### config.mk
export PLATFORM = sky130hd
export DESIGN_NAME = fir_stream_sequencer
export DESIGN_NICKNAME = d
export VERILOG_FILES = /design/src/rtl/fir_seq_pkg.sv /design/src/rtl/fir_seq_tick_gen.sv /design/src/rtl/fir_stream_sequencer.sv
export SDC_FILE = /design/constraint.sdc
export NUM_CORES = 1
export LEC_CHECK = 0
export CORE_MARGIN = 8
export CORE_UTILIZATION = 40
export CTS_CLUSTER_SIZE = 20
export DETAILED_ROUTE_END_ITERATION = 10
export GPL_TIMING_DRIVEN = 0
export HOLD_SLACK_MARGIN = 0.03
export PLACE_DENSITY = 0.71
export SKIP_CTS_REPAIR_TIMING = 1
export SLEW_MARGIN = 20
export SYNTH_ARGS = -nofsm -noshare
export SYNTH_HDL_FRONTEND = slang
export SYNTH_SLANG_ARGS = --single-unit
### constraint.sdc
create_clock -name i_clk -period 5.47 [get_ports i_clk]
set_input_delay 1.094 -clock i_clk [delete_from_list [all_inputs] [get_ports i_clk]]
set_output_delay 1.094 -clock i_clk [all_outputs]
set_load 0.1 [all_outputs]
### src/rtl/fir_seq_pkg.sv
// Shared types and default constants for the FIR stream sequencer.
// Contents:
//   fir_seq_state_t : sequencer FSM states
//   fir_seq_tick_t  : one tick-pipeline stage {tick, zero_fill}
//   Def*            : default geometry/latency constants, also used by the testbench
package fir_seq_pkg;

  localparam int unsigned DefAddrWidth  = 8;
  localparam int unsigned DefPeriodLen  = 44;
  localparam int unsigned DefDivWidth   = 16;
  localparam int unsigned DefCntWidth   = 16;
  localparam int unsigned DefRomLatency = 1;
  localparam int unsigned DefFirLatency = 2;

  typedef enum logic [1:0] {
    StIdle,
    StRun,
    StDrain,
    StDone
  } fir_seq_state_t;

  typedef struct packed {
    logic tick;
    logic zero_fill;
  } fir_seq_tick_t;

endpackage

### src/rtl/fir_seq_tick_gen.sv
// Programmable sample-rate tick generator.
// Ports:
//   i_clk, i_rst : clock, synchronous active-high reset
//   i_load       : latch iv_div (0 treated as 1) and force a tick on the next enabled cycle
//   iv_div       : clock cycles per tick
//   i_en         : count enable; ticks only occur while enabled
//   o_tick       : tick, asserted when enabled and the down-counter is at 0
module fir_seq_tick_gen #(
  parameter int unsigned DIV_WIDTH = 16
) (
  input  logic                 i_clk,
  input  logic                 i_rst,
  input  logic                 i_load,
  input  logic [DIV_WIDTH-1:0] iv_div,
  input  logic                 i_en,
  output logic                 o_tick
);

  logic [DIV_WIDTH-1:0] div_q;
  logic [DIV_WIDTH-1:0] dc_q;

  assign o_tick = i_en && (dc_q == '0);

  always_ff @(posedge i_clk) begin
    if (i_rst) begin
      div_q <= '0;
      dc_q  <= '0;
    end else if (i_load) begin
      div_q <= (iv_div == '0) ? DIV_WIDTH'(1) : iv_div;
      dc_q  <= '0;
    end else if (i_en) begin
      dc_q <= o_tick ? (div_q - DIV_WIDTH'(1)) : (dc_q - DIV_WIDTH'(1));
    end
  end

endmodule

### src/rtl/fir_stream_sequencer.sv
// FIR sample-stream sequencer: walks the sample-ROM address at a programmable rate,
// aligns the FIR enable to ROM latency, flushes the FIR with zero samples and tags
// which FIR outputs carry real samples.
// Ports:
//   i_clk, i_rst           : clock, synchronous active-high reset
//   i_start, i_stop        : start (IDLE only), abort (RUN only)
//   iv_div, iv_num_periods : cycles per sample, periods to play (0 treated as 1)
//   ov_addr, o_rom_en      : sample-ROM address and read enable
//   o_fir_en, o_zero_fill  : FIR clock-enable and zero-input select
//   o_dout_valid           : FIR output holds a real-sample result
//   o_busy, o_done         : run in progress, completion pulse
module fir_stream_sequencer
  import fir_seq_pkg::*;
#(
  parameter int unsigned ADDR_WIDTH  = DefAddrWidth,
  parameter int unsigned PERIOD_LEN  = DefPeriodLen,
  parameter int unsigned DIV_WIDTH   = DefDivWidth,
  parameter int unsigned CNT_WIDTH   = DefCntWidth,
  parameter int unsigned ROM_LATENCY = DefRomLatency,
  parameter int unsigned FIR_LATENCY = DefFirLatency
) (
  input  logic                  i_clk,
  input  logic                  i_rst,
  input  logic                  i_start,
  input  logic                  i_stop,
  input  logic [DIV_WIDTH-1:0]  iv_div,
  input  logic [CNT_WIDTH-1:0]  iv_num_periods,
  output logic [ADDR_WIDTH-1:0] ov_addr,
  output logic                  o_rom_en,
  output logic                  o_fir_en,
  output logic                  o_zero_fill,
  output logic                  o_dout_valid,
  output logic                  o_busy,
  output logic                  o_done
);

  localparam int unsigned ZfWidth = $clog2(FIR_LATENCY + 1);
  localparam logic [ADDR_WIDTH-1:0] LastAddr = ADDR_WIDTH'(PERIOD_LEN - 1);
  localparam logic [ZfWidth-1:0] ZfCount = ZfWidth'(FIR_LATENCY);

  fir_seq_state_t state_q, state_d;
  logic [ADDR_WIDTH-1:0] addr_q, addr_d;
  logic [CNT_WIDTH-1:0]  per_q, per_d;
  logic [CNT_WIDTH-1:0]  num_q, num_d;
  logic [ZfWidth-1:0]    zf_q, zf_d;

  logic tick, tick_en, tick_load;
  logic run_tick, drain_tick;
  fir_seq_tick_t pipe_in;
  fir_seq_tick_t pipe_q [ROM_LATENCY];
  logic pipe_empty;
  logic [FIR_LATENCY-1:0] tag_q, tag_d;
  logic valid_q, done_q;

  assign tick_load = (state_q == StIdle) && i_start;
  // Drain ticks stop once every zero-fill sample has been issued.
  assign tick_en   = (state_q == StRun) || ((state_q == StDrain) && (zf_q < ZfCount));

  fir_seq_tick_gen #(
    .DIV_WIDTH(DIV_WIDTH)
  ) u_tick_gen (
    .i_clk  (i_clk),
    .i_rst  (i_rst),
    .i_load (tick_load),
    .iv_div (iv_div),
    .i_en   (tick_en),
    .o_tick (tick)
  );

  always_comb begin
    state_d    = state_q;
    addr_d     = addr_q;
    per_d      = per_q;
    num_d      = num_q;
    zf_d       = zf_q;
    run_tick   = 1'b0;
    drain_tick = 1'b0;
    unique case (state_q)
      StIdle: begin
        if (i_start) begin
          state_d = StRun;
          addr_d  = '0;
          per_d   = '0;
          zf_d    = '0;
          num_d   = (iv_num_periods == '0) ? CNT_WIDTH'(1) : iv_num_periods;
        end
      end
      StRun: begin
        // A tick coinciding with the stop is dropped so no ROM read follows the abort.
        if (i_stop) begin
          state_d = StDrain;
        end else if (tick) begin
          run_tick = 1'b1;
          if (addr_q == LastAddr) begin
            addr_d = '0;
            per_d  = per_q + CNT_WIDTH'(1);
            if (per_q == num_q - CNT_WIDTH'(1)) begin
              state_d = StDrain;
            end
          end else begin
            addr_d = addr_q + ADDR_WIDTH'(1);
          end
        end
      end
      StDrain: begin
        if (tick) begin
          drain_tick = 1'b1;
          zf_d       = zf_q + ZfWidth'(1);
        end
        if ((zf_q == ZfCount) && pipe_empty) begin
          state_d = StDone;
        end
      end
      StDone: begin
        state_d = StIdle;
      end
      default: begin
        state_d = StIdle;
      end
    endcase
  end

  assign pipe_in.tick      = run_tick || drain_tick;
  assign pipe_in.zero_fill = drain_tick;

  always_comb begin
    pipe_empty = 1'b1;
    for (int i = 0; i < ROM_LATENCY; i++) begin
      if (pipe_q[i].tick) begin
        pipe_empty = 1'b0;
      end
    end
  end

  // Tag shift register mirrors the FIR pipeline: a tag leaves it when the sample it
  // marks reaches the FIR output.
  always_comb begin
    tag_d = tag_q;
    if (o_fir_en) begin
      tag_d[0] = ~o_zero_fill;
      for (int i = 1; i < FIR_LATENCY; i++) begin
        tag_d[i] = tag_q[i-1];
      end
    end
  end

  always_ff @(posedge i_clk) begin
    if (i_rst) begin
      state_q <= StIdle;
      addr_q  <= '0;
      per_q   <= '0;
      num_q   <= '0;
      zf_q    <= '0;
      tag_q   <= '0;
      valid_q <= 1'b0;
      done_q  <= 1'b0;
      for (int i = 0; i < ROM_LATENCY; i++) begin
        pipe_q[i] <= '0;
      end
    end else begin
      state_q   <= state_d;
      addr_q    <= addr_d;
      per_q     <= per_d;
      num_q     <= num_d;
      zf_q      <= zf_d;
      tag_q     <= tag_d;
      valid_q   <= o_fir_en && tag_q[FIR_LATENCY-1];
      done_q    <= (state_q == StDone);
      pipe_q[0] <= pipe_in;
      for (int i = 1; i < ROM_LATENCY; i++) begin
        pipe_q[i] <= pipe_q[i-1];
      end
    end
  end

  assign ov_addr      = addr_q;
  assign o_rom_en     = run_tick;
  assign o_fir_en     = pipe_q[ROM_LATENCY-1].tick;
  assign o_zero_fill  = pipe_q[ROM_LATENCY-1].tick && pipe_q[ROM_LATENCY-1].zero_fill;
  assign o_dout_valid = valid_q;
  assign o_busy       = (state_q == StRun) || (state_q == StDrain);
  assign o_done       = done_q;

endmodule
==> results by group <==
Global route
  • Vias in the first global route: 4290
  • Pin count of the biggest net entering global routing: 16
  • First-pass GRT wire length: 21560 um
  • Antenna violations before repair: 0
  • GRT overflow: 0
  • GR Util All Layers: 16.63%

Floorplanning
  • DIE HEIGHT: 124.8 um
  • Die span in x: 124.8 um
  • Initial Util: 41.25%
  • Row count: 39
  • I/O Pins: 50
  • Core ar.: 0.01147 mm^2
  • Die footprint: 0.01556 mm^2

Logic synthesis
  • Cell variety after synth: 69
  • Post-synth top area share: 34.70%
  • Flops & latches, synth: 82
  • Syn_area_per_cell: 8.199 um^2
  • Syn Nets: 623
  • Async set-reset flop share out of synthesis: 0%
  • Primary FF master, synth: dfxtp_1
  • Sequential area share after synthesis: 34.70%
  • Synth Instances: 577
  • Post-Syn Area: 0.004731 mm^2
  • Synth Warn #: 0
  • EDFF count, synth: 0
  • Area leader, netlist: dfxtp_1
  • Synth top area cells: dfxtp_1 (35%), nand2_1 (5.1%), xnor2_1 (5.0%)

Power and ir drop
  • Max VDD drop: 0.3534 mV
  • Leak: 2.048 nW
  • Power Dens Cells: 613.0 mW/mm^2
  • Share of power burned in the clock network: 19.2%
  • Register share of total power: 24.3%
  • Switching share of power: 49.42%
  • Tot Pwr: 3.510 mW
  • P_sw: 1.735 mW
  • Comb pwr share: 56.5%
  • Internal power: 1.776 mW

Detailed routing
  • Detailed Routing Iterations Pass 1: 5
  • Initial DRC count: 356
  • DRT antenna net count: 0
  • Routed vias/inst: 5.968
  • DR WL/cell: 17.26 um
  • Final WL: 13550 um
  • DRC violations left: 0
  • DR vias: 4685

Placement
  • HPWL after DPL: 10040 um
  • IO Port Bufs: 49
  • Placed cell area: 0.005400 mm^2
  • Gpl congestion: 0.9260

Critical path
  • CP Max Fanout: 7
  • Worst Setup End Kind: output pin
  • Slowest stage delay, CP: 1.17 ns
  • Setup crit start kind: flip-flop
  • Family with the most delay on the worst path: simple AND/OR/NAND/NOR gates
  • Critical-path top delay cell: clkdlybuf4s50_1
  • Critical path type: reg -> out
  • Critical-path cell list: or4_1, nor3_1, nand2_1, nor2_1, clkdlybuf4s50_1
  • CP Data Required Time: 4.38 ns
  • CP Buf/Inv Count: 1
  • Worst EP arrival: 3.22 ns

STA
  • Setup Viol. Count Final: 0
  • Final worst path period share: 78.92%
  • Final-report max-slew violation count: 0
  • Max Fclk: 231.6 MHz
  • Relative slew slack: 34.37%
  • RSZ-0062 raised after global routing: false
  • Endpoints failing hold: 0
  • Final Skew: 0.007151 ns
  • Hold Slack: 0.4798 ns
  • TNS Setup: 0 ns
  • Final min period: 4.317 ns
  • Worst Tran Pin Value: 0.9814 ns

Min path
  • Hold Crit Class: reg -> reg

Clock tree
  • Clock tree root driver cell: clkbuf_16
  • CTS Sinks: 82
  • Worst skew pair latency: 0.35 ns
  • Clock buffer depth: 2
  • H-tree level count: 3
  • CTS buffer count: 9
  • CTS tree: done
  • Clock-pin transition on the worst setup and hold timing paths: 0.06 ns

Layout
  • Fillcell total: 1086
  • # diodes: 0
  • Share of post-route cells with drive strength above 1: 6.386%
  • Layout area overhead: 21.05%
  • Nets: 683
  • Fin area: 0.005727 mm^2
  • Most common cell after layout, fill and taps aside: dfxtp_1
  • Most frequent cells in the layout: dfxtp_1 (82), nand2_1 (64), nor2_1 (58), clkdlybuf4s50_1 (49), a21oi_1 (36)

Run
  • Max-cap violations: 0

Status
  • Status: finished clean
==> sequential cells by signal, summed over array words and instances (netlist names) <==
name,flops
zf_q,2
o_dout_valid,1
u_tick_gen.dc_q,16
per_q,16
state_q,2
ov_addr,8
o_done,1
pipe_q,2
u_tick_gen.div_q,16
tag_q,2
num_q,16
==> area by class of cell <==
cell class,count,area [um^2],share of cell area (%)
buffer,31,130.1,2.272
clock buffer,9,225.2,3.933
clock inverter,7,101.3,1.770
inverter,14,52.55,0.9176
multi-input combinational,450,2907,50.75
sequential,82,1642,28.66
tap,143,178.9,3.124
timing repair buffer,49,490.5,8.565
==> metal layers <==
metal / global-route usage (%) / part of all wire (%) / vias to the layer above
met5: 0 / 0 / -
met4: 6.024 / 2.0 / 0
met2: 24.81 / 43 / 208
met3: 4.043 / 7.5 / 28
li1: - / - / 2269
met1: 22.60 / 47 / 2180
==> synth_stat cells, types with 4 or more instances <==
cell,instances
and4_1,6
a31oi_1,7
a21o_1,4
or2_2,4
inv_1,14
and3_1,8
xnor2_1,27
o211ai_1,5
xor2_1,14
a221oi_1,4
nand3_1,14
nor2_1,58
ha_1,10
a22o_1,11
nor4_2,7
o21ai_0,19
a41oi_1,4
clkbuf_1,24
a2111o_1,4
mux2i_1,7
dfxtp_1,82
nor2b_1,4
and2_1,6
or3_1,4
a21oi_1,36
nand2_1,64
a211oi_1,13
nor3_1,16
nand2b_1,7
nor4_1,26
nand4_1,13
==> power groups by stage <==
stage	registers [mW]	logic [mW]	clock network, mW
after global placement	0.856	1.87	0
final	0.853	1.98	0.673
after global routing	0.869	2.13	0.703
after detailed placement	0.860	1.92	0
after CTS	0.848	1.93	0.679
after floorplan	0.873	1.41	0
==> kinds of logic after synthesis <==
group	synth area share, %
flops	34.70
buf+inv	3.861
fa+ha+maj	2.645
compound gates	20.05
mux	1.719
simple gates	29.44
xor+xnor	7.591
==> stage by stage <==
| step | util, % | cells | setup WS, ns |
|---|---|---|---|
| 2_1_floorplan | - | 577 | 1.829 |
| 3_3_place_gp | 47.09 | 769 | 1.207 |
| 3_5_place_dp | 47.09 | 769 | 1.204 |
| 4_1_cts | 49.94 | 785 | 1.146 |
| 5_1_grt | 49.94 | 785 | 1.057 |
| 6_report | 49.94 | 785 | 1.153 |
==> worst paths after layout <==
kind	start	to	slack, ns	cells after the start
worst max-delay path	u_tick_gen.dc_q[11]	o_rom_en	1.15	5
worst min register to register	u_tick_gen.div_q[4]	u_tick_gen.div_q[4]	0.48	2
worst max register to register	u_tick_gen.dc_q[5]	u_tick_gen.dc_q[14]	1.82	12
worst min-delay path	u_tick_gen.div_q[4]	u_tick_gen.div_q[4]	0.48	2
==> tightest hold or removal path, stage by stage (launching register included) <==
cell	delay [ns]
dfxtp_1	0.33
nand2_1	0.06
a21oi_1	0.05
No activity file was read; power rests on OpenSTA's default activity.
